[src/rtl/cpu_fetch_stage.sv]
// RV32 instruction fetch: owns the PC, issues 1-cycle-latency imem reads, buffers them for decode.
// Latency: request at N, out_valid at N+2 (N+1 with CPU_FETCH_BYPASS_EN); stalls on !out_ready via FIFO credits.
module cpu_fetch_stage #(
    parameter logic [31:0] RESET_PC = 32'h0000_0000,
    parameter int          DEPTH    = 2
) (
    input  logic        clk,
    input  logic        rst_n,
    output logic        imem_req,
    output logic [31:0] imem_addr,
    input  logic [31:0] imem_rdata,
    input  logic        redirect,
    input  logic [31:0] redirect_pc,
    output logic        out_valid,
    input  logic        out_ready,
    output logic [31:0] out_instruction,
    output logic [31:0] out_pc,
    output logic [31:0] out_pc_plus_4
);
    localparam int AW = (DEPTH > 1) ? $clog2(DEPTH) : 1;
    localparam int CW = $clog2(DEPTH + 1);
    localparam logic [31:0] PC_INIT = RESET_PC & 32'hFFFF_FFFC;
    localparam logic [CW:0] DEPTH_W = (CW + 1)'(DEPTH);

    typedef logic [AW-1:0] ptr_t;

    logic [31:0]   r_pc;
    logic          r_inflight;
    logic [31:0]   r_inflight_pc;
    logic [CW-1:0] r_count;
    ptr_t          r_rd_ptr;
    ptr_t          r_wr_ptr;
    logic [31:0]   r_mem_instr [DEPTH];
    logic [31:0]   r_mem_pc    [DEPTH];

    logic [CW:0]   w_occ;
    logic          w_issue;
    logic          w_resp;
    logic          w_fifo_vld;
    logic          w_byp;
    logic          w_push;
    logic          w_pop;

    function automatic ptr_t ptr_inc(input ptr_t p);
        return (p == ptr_t'(DEPTH - 1)) ? '0 : p + ptr_t'(1);
    endfunction

    // Credits count the read in flight so a returning word always has a slot.
    assign w_occ      = {1'b0, r_count} + {{CW{1'b0}}, r_inflight};
    assign w_issue    = rst_n && !redirect && (w_occ < DEPTH_W);
    assign w_resp     = r_inflight && !redirect;
    assign w_fifo_vld = (r_count != '0);

`ifdef CPU_FETCH_BYPASS_EN
    assign w_byp = w_resp && !w_fifo_vld;
`else
    assign w_byp = 1'b0;
`endif

    assign w_pop  = w_fifo_vld && out_ready && !redirect;
    assign w_push = w_resp && !(w_byp && out_ready);

    assign imem_req  = w_issue;
    assign imem_addr = r_pc;

    // Outputs are forced to zero when nothing is valid so reset clears them immediately.
    assign out_valid       = w_fifo_vld || w_byp;
    assign out_instruction = w_byp ? imem_rdata :
                             (w_fifo_vld ? r_mem_instr[r_rd_ptr] : 32'h0);
    assign out_pc          = w_byp ? r_inflight_pc :
                             (w_fifo_vld ? r_mem_pc[r_rd_ptr] : 32'h0);
    assign out_pc_plus_4   = out_valid ? (out_pc + 32'd4) : 32'h0;

    always_ff @(posedge clk or negedge rst_n) begin
        if (!rst_n) begin
            r_pc          <= PC_INIT;
            r_inflight    <= 1'b0;
            r_inflight_pc <= 32'h0;
        end else begin
            r_inflight <= w_issue;
            if (redirect) begin
                r_pc <= redirect_pc & 32'hFFFF_FFFC;
            end else if (w_issue) begin
                r_pc          <= r_pc + 32'd4;
                r_inflight_pc <= r_pc;
            end
        end
    end

    always_ff @(posedge clk or negedge rst_n) begin
        if (!rst_n) begin
            r_count  <= '0;
            r_rd_ptr <= '0;
            r_wr_ptr <= '0;
        end else if (redirect) begin
            r_count  <= '0;
            r_rd_ptr <= '0;
            r_wr_ptr <= '0;
        end else begin
            if (w_push) r_wr_ptr <= ptr_inc(r_wr_ptr);
            if (w_pop)  r_rd_ptr <= ptr_inc(r_rd_ptr);
            case ({w_push, w_pop})
                2'b10:   r_count <= r_count + CW'(1);
                2'b01:   r_count <= r_count - CW'(1);
                default: r_count <= r_count;
            endcase
        end
    end

    always_ff @(posedge clk) begin
        if (w_push) begin
            r_mem_instr[r_wr_ptr] <= imem_rdata;
            r_mem_pc[r_wr_ptr]    <= r_inflight_pc;
        end
    end
endmodule

[config.mk]
export PLATFORM = sky130hd
export DESIGN_NAME = cpu_fetch_stage
export DESIGN_NICKNAME = d
export VERILOG_FILES = /design/src/rtl/cpu_fetch_stage.sv
export SDC_FILE = /design/constraint.sdc
export NUM_CORES = 1
export LEC_CHECK = 0
export CAP_MARGIN = 20
export CORE_UTILIZATION = 51
export CTS_CLUSTER_SIZE = 16
export DETAILED_ROUTE_END_ITERATION = 10
export GPL_TIMING_DRIVEN = 0
export PLACE_DENSITY = 0.81
export SYNTH_ARGS = -nofsm -noshare
export SYNTH_HDL_FRONTEND = slang
export SYNTH_SLANG_ARGS = --single-unit
[constraint.sdc]
create_clock -name clk -period 7.2 [get_ports clk]
set_input_delay 0.72 -clock clk [delete_from_list [all_inputs] [get_ports clk]]
set_output_delay 0.72 -clock clk [all_outputs]
set_load 0.1 [all_outputs]
==> results.sh, run 1 <==
export IMPL_cts_setup_buffers=0
export IMPL_crit_start="r_count[1]"
export IMPL_syn_inst=666
export IMPL_globalRoute_busiestLayer="met2"
export IMPL_r2r_setup_slack_ns=4.76
export IMPL_numCtsBuffers=17
export IMPL_power_density_nw_per_um2=247.3
export IMPL_hpwl_microns=14960
export IMPL_worstSetupStartpointType="flip-flop"
export IMPL_yosys_area_top_type_share=0.4281
export IMPL_core_rowCount=47
export IMPL_place_congestion=0.8482
export IMPL_routedWlPerCell_microns=17.91
export IMPL_fin_crit_ns=5.724
export IMPL_clk_insertion_delay_late_ns=0.43
export IMPL_grt_max_degree=67
export IMPL_drv_cap=0
export IMPL_vias=6078
export IMPL_finalCritPeriodShare=0.7950
export IMPL_final_setup_tns_ns=0
export IMPL_ios=198
export IMPL_status="finished clean"
export IMPL_end_kind="output pin"
export IMPL_grt_total_usage=0.2360
export IMPL_first_pass_iters=4
export IMPL_viasPerCell=5.432
export IMPL_crit_required_ns=6.48
export IMPL_clockBufferDepth=2
export IMPL_worstSetupEndpoint="out_pc_plus_4[26]"
export IMPL_ys_flop_type="edfxtp_1"
export IMPL_grt_ovfl_total=0
export IMPL_layout_setup_ws_ns=1.476
export IMPL_p_leak_nw=4.159
export IMPL_ff2ff_path_depth=8
export IMPL_slew_headroom=0.2979
export IMPL_cts_root_buf="clkbuf_16"
export IMPL_worstSetupPathType="reg2out"
export IMPL_yosysTopAreaCell="edfxtp_1"
export IMPL_use_met1=0.3095
export IMPL_hold_viol_final=0
export IMPL_avgSynthCellArea_sq_um=13.06
export IMPL_drc_errors=0
export IMPL_syn_to_final_growth_pct=33.09
export IMPL_die_w_microns=132.6
export IMPL_first_iter_violations=320
export IMPL_gr_usage_met3=0.04559
export IMPL_yosys_register_bits=189
export IMPL_wl_microns=20040
export IMPL_tritoncts="yes"
export IMPL_r2r_end="r_rd_ptr"
export IMPL_final_layout_size_suffix_gt1_frac=0.1435
export IMPL_finClkSkew_ns=0.006112
export IMPL_initial_core_util=0.5226
export IMPL_final_antenna_net_count=0
export IMPL_rsz0062_at_grt="false"
export IMPL_insertedDiodeCount=0
export IMPL_synth_edf_count=124
export IMPL_grt_pass1_wl_microns=31550
export IMPL_cts_hold_buffers=0
export IMPL_fp_dieH_microns=132.6
export IMPL_cp_arrival_ns=5.00
export IMPL_peakVddDrop_v=0.0001997
export IMPL_synth_async_sr_flop_share=0.3439
export IMPL_yosysSeqAreaShare=0.6152
export IMPL_core_area_sq_um=16640
export IMPL_num_nets_final=956
export IMPL_drv_slew=0
export IMPL_holdCritPathClass="in2async"
export IMPL_h_tree_depth=4
export IMPL_setup_viol=0
export IMPL_use_met2=0.3965
export IMPL_worst_hold_slack_ns=0.3723
export IMPL_dpl_worst_slack_ns=1.888
export IMPL_synth_top_cells_by_area="edfxtp_1 (43%), dfrtp_1 (19%), mux2i_1 (7.4%)"
export IMPL_clock_sinks=189
export IMPL_grt_pass1_vias=5922
export IMPL_power_w=0.002863
export IMPL_fmax_mhz=174.7
export IMPL_cts_resized_gates=0
export IMPL_crit_path_max_fanout=10
export IMPL_netlist_area_sq_um=8697
export IMPL_placed_cell_area_sq_um=10980
export IMPL_clk_pin_slew_ns=0.07
export IMPL_design_area_sq_um=11570
export IMPL_io_buffers=189
export IMPL_ys_types=50
export IMPL_r2r_start="r_count[1]"
export IMPL_die_area_sq_um=17580
export IMPL_grt_antenna_before_repair=0
export IMPL_tightest_slew_ns=1.050
export IMPL_yosys_warnings=0
[cells by family after synthesis]
kind of cell,Yosys count,synth area share
AO/OA/AOI/OAI,44,0.03107
XOR/XNOR,57,0.05740
adder cells (fa/ha/maj),2,0.002877
multiplexers,96,0.1151
AND/OR/NAND/NOR,231,0.1465
buffers and inverters,46,0.03151
flip-flops,189,0.6152
other,1,0.0004312
[cell type report]
class / instances / area [sq um]
flip-flops and latches: 189 / 5350
fillers: 1228 / 5067
multi-input cells: 436 / 3100
repair buffers: 196 / 1984
clock buffers: 22 / 518.0
well taps: 220 / 275.3
plain buffers: 36 / 236.5
clock inverters: 10 / 72.57
inverters: 10 / 37.54
[per-layer routing]
metal | up-vias | wire length [microns]
met3 | 26 | 1227
met1 | 2962 | 8673
met2 | 246 | 9820
met4 | 0 | 318
met5 | - | 0
li1 | 2844 | -
[worst max-delay path, cell delays in order (launching register included)]
cell and delay, ns:
dfrtp_1 0.47, nor2_2 0.16, buf_4 0.22, buf_2 0.20, buf_2 0.22, buf_1 0.31
nor2_1 0.22, ha_1 0.26, o21ai_0 0.21, a211oi_4 0.35, nand4_4 0.26, nor4b_2 0.37
xor2_1 0.17, clkdlybuf4s50_1 1.14
[power breakdown]
part	internal, W	total [W]	switching, W
combinational	0.000183	0.000635	0.000451
clock	0.000516	0.000910	0.000394
sequential	0.00125	0.00132	0.0000687
[cell usage in the layout, fill, tap and decap left out, types with 3 or more instances in the layout]
| master | n |
|---|---|
| mux2i_1 | 64 |
| xnor2_1 | 20 |
| and2_1 | 5 |
| a211oi_2 | 3 |
| buf_2 | 11 |
| clkdlybuf4s50_1 | 188 |
| inv_6 | 4 |
| clkbuf_1 | 10 |
| o21ai_0 | 28 |
| nand3b_4 | 3 |
| nand3b_1 | 3 |
| nor4_1 | 7 |
| nand2_1 | 56 |
| buf_6 | 10 |
| clkbuf_16 | 20 |
| edfxtp_1 | 124 |
| nor2_1 | 69 |
| and3_1 | 8 |
| mux2_2 | 32 |
| inv_1 | 10 |
| conb_1 | 6 |
| nor3_1 | 9 |
| buf_4 | 9 |
| nand4_1 | 17 |
| xor2_1 | 37 |
| o21ai_1 | 6 |
| dfrtp_1 | 65 |
| nand3_1 | 23 |
| nor4_2 | 11 |
| nor2_2 | 4 |
[how the worst min path moves through the flow]
stage,end,cells after the start
detailed placement,r_mem_pc[1][27],0
CTS,imem_addr[22],1
global route,imem_addr[22],1
floorplan,imem_addr[10],0
global placement,r_mem_pc[0][26],0
finish,imem_addr[22],1
[registers in the layout (all words and copies together), names as in the netlist]
signal,count
r_count,2
r_rd_ptr,1
r_mem_instr,64
imem_addr,30
r_mem_pc,60
r_wr_ptr,1
r_inflight_pc,30
r_inflight,1
[cell usage after synthesis (2+ instances only)]
cell type / n
nand3_1: 23
buf_1: 2
buf_2: 11
nand2_1: 56
buf_4: 8
o21ai_1: 6
nor4_1: 7
o21ai_0: 28
nor4b_2: 2
nor2_1: 69
nor2_2: 4
xnor2_1: 20
xor2_1: 37
ha_1: 2
nor4_2: 11
nand3b_1: 3
and2_1: 5
and3_1: 8
a31oi_1: 2
clkbuf_1: 9
buf_6: 4
or2_2: 2
nor3_1: 9
mux2_2: 32
mux2i_1: 64
nand4_1: 17
edfxtp_1: 124
dfrtp_1: 65
inv_1: 10
nand3b_4: 3
nand3_2: 2
a211oi_2: 3
[stage by stage]
stage                       util  std cells
after floorplan                -        671
after global placement    0.6539       1080
after CTS                 0.6955       1119
after global routing      0.6955       1119
final                     0.6955       1119
after detailed placement  0.6600       1087
(Power assumes the default switching activity.)
==> inputs of run 2 (changes only) <==
==> constraint.sdc (replaced) <==
create_clock -name clk -period 5.7 [get_ports clk]
set_input_delay 0.57 -clock clk [delete_from_list [all_inputs] [get_ports clk]]
set_output_delay 0.57 -clock clk [all_outputs]
set_load 0.1 [all_outputs]
==> results.sh, run 2 (synthesized netlist as in run 1, its figures left out) <==
export IMPL_power_w=0.003610
export IMPL_core_area_sq_um=16640
export IMPL_slew_headroom=0.3030
export IMPL_grt_pass1_wl_microns=31910
export IMPL_drv_slew=0
export IMPL_vias=5982
export IMPL_worst_hold_slack_ns=0.2287
export IMPL_worstSetupPathType="reg2out"
export IMPL_viasPerCell=5.360
export IMPL_cts_root_buf="clkbuf_16"
export IMPL_drv_cap=0
export IMPL_ios=198
export IMPL_core_rowCount=47
export IMPL_worstPathCellList="nor2_2 > buf_4 > buf_2 > buf_2 > buf_1 > nor2_2 > ha_1 > o21ai_0 > a211oi_4 > nand4_4 > xnor2_1 > clkdlybuf4s50_1"
export IMPL_die_area_sq_um=17580
export IMPL_peakVddDrop_v=0.0002546
export IMPL_dp_cells=1084
export IMPL_regMostFlops="r_mem_instr"
export IMPL_final_layout_size_suffix_gt1_frac=0.1395
export IMPL_die_w_microns=132.6
export IMPL_first_pass_iters=5
export IMPL_num_nets_final=953
export IMPL_syn_to_final_growth_pct=33.05
export IMPL_tightest_slew_ns=1.036
export IMPL_fin_crit_ns=5.417
export IMPL_fp_dieH_microns=132.6
export IMPL_grt_pass1_vias=5960
export IMPL_wl_microns=20110
export IMPL_cts_setup_buffers=0
export IMPL_numCtsBuffers=17
export IMPL_hpwl_microns=15080
export IMPL_clk_pin_slew_ns=0.06
export IMPL_place_congestion=0.8343
export IMPL_grt_total_usage=0.2379
export IMPL_initial_core_util=0.5226
export IMPL_final_common_cell="clkdlybuf4s50_1"
export IMPL_critPathTopFamily="buffers and inverters"
export IMPL_first_iter_violations=492
export IMPL_clk_insertion_delay_late_ns=0.43
export IMPL_final_cell_mix="clkdlybuf4s50_1 (180), edfxtp_1 (124), nor2_1 (67)"
export IMPL_final_antenna_net_count=0
export IMPL_grt_antenna_before_repair=0
export IMPL_final_setup_tns_ns=0
export IMPL_cp_slowest_cell="clkdlybuf4s50_1"
export IMPL_routedWlPerCell_microns=18.02
export IMPL_stdcell_count=1116
export IMPL_path_buf_inv=5
export IMPL_cts_resized_gates=0
export IMPL_p_leak_nw=4.268
export IMPL_h_tree_depth=4
export IMPL_tritoncts="yes"
export IMPL_finalCritPeriodShare=0.9504
export IMPL_top_regs="r_mem_instr x64, r_mem_pc x60"
export IMPL_clock_sinks=189
export IMPL_worstSetupStartpointType="flip-flop"
export IMPL_end_kind="output pin"
export IMPL_power_density_nw_per_um2=312.0
export IMPL_rsz0062_at_grt="false"
export IMPL_drc_errors=0
export IMPL_setup_viol=0
export IMPL_cts_hold_buffers=0
export IMPL_crit_required_ns=5.13
export IMPL_hold_viol_final=0
export IMPL_grt_ovfl_total=0
export IMPL_clockBufferDepth=2
export IMPL_status="finished clean"
export IMPL_holdCritPathClass="in2async"
export IMPL_cpPeakStageDelay_ns=1.18
export IMPL_crit_path_max_fanout=10
export IMPL_grt_max_degree=67
export IMPL_fmax_mhz=184.6
export IMPL_insertedDiodeCount=0
export IMPL_finClkSkew_ns=0.008564
export IMPL_cp_arrival_ns=4.85
export IMPL_largest_reg_flops=64
export IMPL_io_buffers=189
-- run 2: changes by cell type in the layout (fill, tap and decap cells not counted), moves of 2 or more --
cell and change:
nor2_1 -2, buf_8 +3, clkdlybuf4s50_1 -8, nor2_2 +2
clkinv_2 -2, dlymetal6s2s_1 +8, bufinv_16 +2, clkbuf_16 -3
clkbuf_1 +2, buf_6 -6, inv_6 -3
-- run 2: final cells by class --
cell class / count / area [sq um]
Tap cell: 220 / 275.3
Timing Repair Buffer: 193 / 1982
Clock inverter: 10 / 113.9
Fill cell: 1205 / 5071
Inverter: 10 / 37.54
Sequential cell: 189 / 5350
Buffer: 36 / 236.5
Multi-Input combinational cell: 436 / 3112
Clock buffer: 22 / 464.2
-- run 2: per-stage QoR --
step           setup slack, ns  area [sq um]  utilization
6_report                0.2827         11570       0.6953
5_1_grt                0.01577         11570       0.6953
4_1_cts                0.04813         11550       0.6941
3_5_place_dp            0.5184         10970       0.6593
3_3_place_gp           -0.7588         10890       0.6545
2_1_floorplan           0.3412          8726            -
-- run 2: metal layers --
metal | GRT usage | wire length (microns) | vias up
met5 | 0 | 0 | -
met4 | 0.07599 | 235 | 0
met3 | 0.05249 | 1323 | 22
met2 | 0.3950 | 9911 | 230
met1 | 0.3120 | 8643 | 2898
li1 | - | - | 2832
-- run 2: power breakdown --
group          switching (W)  internal, W  leakage, nW
Clock               0.000477     0.000668        0.272
Sequential         0.0000866      0.00158         1.92
Combinational       0.000569     0.000231         2.07
Total                0.00113      0.00248         4.27
-- run 2: path summary, 6_finish.rpt --
kind / start / to / slack (ns) / cells past startpoint
worst min register to register: r_inflight_pc[23] / r_mem_pc[0][23] / 0.47 / 0
worst max-delay path: r_count[0] / out_pc_plus_4[14] / 0.28 / 12
worst max register to register: r_count[0] / r_rd_ptr / 3.30 / 8
max in group asynchronous: rst_n / r_inflight_pc[11] / 4.92 / 1
worst min-delay path: rst_n / imem_addr[24] / 0.23 / 1
min in group clk: r_inflight_pc[23] / r_mem_pc[0][23] / 0.47 / 0
==> inputs of run 3 (changes only) <==
--- a/config.mk
+++ b/config.mk
@@ -6,11 +6,12 @@
 export NUM_CORES = 1
 export LEC_CHECK = 0
 export CAP_MARGIN = 20
-export CORE_UTILIZATION = 51
+export CORE_UTILIZATION = 55
 export CTS_CLUSTER_SIZE = 16
 export DETAILED_ROUTE_END_ITERATION = 10
 export GPL_TIMING_DRIVEN = 0
-export PLACE_DENSITY = 0.81
+export PLACE_DENSITY = 0.86
+export SKIP_LAST_GASP = 1
 export SYNTH_ARGS = -nofsm -noshare
 export SYNTH_HDL_FRONTEND = slang
 export SYNTH_SLANG_ARGS = --single-unit
==> constraint.sdc (replaced) <==
create_clock -name clk -period 6.8 [get_ports clk]
set_input_delay 0.68 -clock clk [delete_from_list [all_inputs] [get_ports clk]]
set_output_delay 0.68 -clock clk [all_outputs]
set_load 0.1 [all_outputs]
==> results.sh, run 3 (synthesized netlist as in run 1, its figures left out) <==
export IMPL_power_density_nw_per_um2=263.2
export IMPL_wl_microns=21170
export IMPL_hpwl_microns=15840
export IMPL_h_tree_depth=4
export IMPL_numCtsBuffers=17
export IMPL_viasPerCell=5.606
export IMPL_crit_required_ns=6.12
export IMPL_drv_cap=0
export IMPL_holdCritPathClass="in2async"
export IMPL_fin_util=0.7540
export IMPL_crit_path_max_fanout=10
export IMPL_clk_insertion_delay_late_ns=0.43
export IMPL_p_seq_frac=0.460
export IMPL_core_area_sq_um=15310
export IMPL_p_clk_frac=0.317
export IMPL_tritoncts="yes"
export IMPL_slew_headroom=0.2980
export IMPL_tightest_slew_ns=1.050
export IMPL_grt_max_degree=45
export IMPL_dpl_worst_slack_ns=1.538
export IMPL_worstSetupStartpointType="flip-flop"
export IMPL_clockBufferDepth=2
export IMPL_design_area_sq_um=11550
export IMPL_path_buf_inv=5
export IMPL_r2r_start="r_count[0]"
export IMPL_cts_resized_gates=0
export IMPL_r2r_setup_slack_ns=4.27
export IMPL_grt_ovfl_total=0
export IMPL_setup_viol=0
export IMPL_num_nets_final=956
export IMPL_clk_pin_slew_ns=0.07
export IMPL_finalCritPeriodShare=0.8391
export IMPL_first_pass_iters=5
export IMPL_seqCellArea_sq_um=5350
export IMPL_ff2ff_path_depth=8
export IMPL_cp_arrival_ns=5.03
export IMPL_die_area_sq_um=16320
export IMPL_initial_core_util=0.5679
export IMPL_peakVddDrop_v=0.0001970
export IMPL_cts_setup_buffers=0
export IMPL_final_setup_tns_ns=0
export IMPL_clock_sinks=189
export IMPL_end_kind="output pin"
export IMPL_worstPathCellList="nor2_2 > buf_4 > buf_2 > buf_2 > buf_1 > nor2_1 > ha_1 > o21ai_0 > a211oi_4 > nand4_4 > nor4b_2 > xor2_1 > clkdlybuf4s50_1"
export IMPL_vias=6223
export IMPL_finClkSkew_ns=0.005253
export IMPL_worstSetupPathType="reg2out"
export IMPL_rsz0062_at_grt="false"
export IMPL_grt_antenna_before_repair=0
export IMPL_cpMostUsedCell="buf_2"
export IMPL_top_regs="r_mem_instr x64, r_mem_pc x60"
export IMPL_cts_root_buf="clkbuf_16"
export IMPL_routedWlPerCell_microns=19.07
export IMPL_final_layout_size_suffix_gt1_frac=0.1402
export IMPL_pwr_share_comb=0.223
export IMPL_p_int_w=0.002076
export IMPL_drc_errors=0
export IMPL_regMostFlops="r_mem_instr"
export IMPL_r2r_end="r_rd_ptr"
export IMPL_fin_crit_ns=5.706
export IMPL_final_antenna_net_count=0
export IMPL_stdcell_count=1110
export IMPL_cpPeakStageDelay_ns=1.15
export IMPL_hold_viol_final=0
export IMPL_grt_pass1_wl_microns=33380
export IMPL_cp_slowest_cell="clkdlybuf4s50_1"
export IMPL_critPathTopFamily="buffers and inverters"
export IMPL_p_leak_nw=4.150
export IMPL_place_congestion=0.8938
export IMPL_n_fill_cell=979
export IMPL_final_cell_mix="clkdlybuf4s50_1 (188), edfxtp_1 (124), nor2_1 (69)"
export IMPL_largest_reg_flops=64
export IMPL_core_rowCount=45
export IMPL_grt_pass1_vias=6327
export IMPL_status="finished clean"
export IMPL_ios=198
export IMPL_placed_cell_area_sq_um=10970
export IMPL_die_w_microns=127.8
export IMPL_multi_input_area_sq_um=3098
export IMPL_fp_dieH_microns=127.8
export IMPL_grt_total_usage=0.2716
export IMPL_io_buffers=189
export IMPL_dp_cells=1078
export IMPL_cts_hold_buffers=0
export IMPL_drv_slew=0
export IMPL_syn_to_final_growth_pct=32.77
export IMPL_layout_setup_ws_ns=1.094
export IMPL_fmax_mhz=175.3
export IMPL_final_common_cell="clkdlybuf4s50_1"
export IMPL_p_sw_w=0.0009630
export IMPL_switching_share=0.3168
export IMPL_first_iter_violations=465
export IMPL_insertedDiodeCount=0
run 3: cell types whose count changed in the layout (fill, tap and decap cells not counted), sizes merged:
cell           change
clkdlybuf4s50      +8
dlymetal6s2s       -8
buf                +3
clkinv             +2
clkbuf             -1
clkinvlp           -1
run 3: area by class of cell:
type / count / area share
multi-input cells: 436 / 0.2683
clock buffers: 21 / 0.03987
flip-flops and latches: 189 / 0.4633
inverters: 10 / 0.003251
well taps: 211 / 0.02286
plain buffers: 36 / 0.02048
clock inverters: 11 / 0.01019
repair buffers: 196 / 0.1717
run 3: how the worst max path moves through the flow:
stage / from / endpoint / slack (ns) / depth (start not counted)
5_1_grt: r_count[1] / out_pc_plus_4[26] / 0.86 / 13
6_report: r_count[1] / out_pc_plus_4[26] / 1.09 / 13
4_1_cts: r_count[1] / out_pc_plus_4[26] / 1.03 / 13
3_3_place_gp: redirect / r_mem_instr[0][28] / -2.22 / 4
2_1_floorplan: r_count[1] / out_pc_plus_4[10] / 0.56 / 11
3_5_place_dp: r_count[1] / out_pc_plus_4[26] / 1.54 / 13
run 3: worst register-to-register path, cell delays in order, from the launching register on:
cell and delay, ns:
dfrtp_1 0.45, nor2_2 0.42, buf_4 0.30, buf_2 0.26, buf_2 0.31, inv_1 0.24, nand2_1 0.15, xor2_1 0.20
nor2_1 0.07
run 3: per-stage QoR:
stage | power, W | hold slack (ns)
floorplan | 0.001886 | 0.3844
global placement | 0.002070 | 0.4506
detailed placement | 0.002094 | 0.4535
CTS | 0.003054 | 0.2262
global route | 0.003127 | 0.2544
finish | 0.003039 | 0.2236
run 3: power groups by stage:
stage | sequential (W) | combinational (W) | clock, W
final | 0.00140 | 0.000677 | 0.000964
after global routing | 0.00141 | 0.000703 | 0.00102
after CTS | 0.00140 | 0.000679 | 0.000979
after detailed placement | 0.00142 | 0.000675 | 0
after global placement | 0.00141 | 0.000658 | 0
after floorplan | 0.00152 | 0.000368 | 0
run 3: metal layers:
layer  routed length [microns]  GRT usage  part of all wire
met5                         0          0                 0
met4                       630     0.1232             0.030
met3                      1626    0.05968             0.077
met2                     10330     0.4696              0.49
met1                      8574     0.3261              0.41
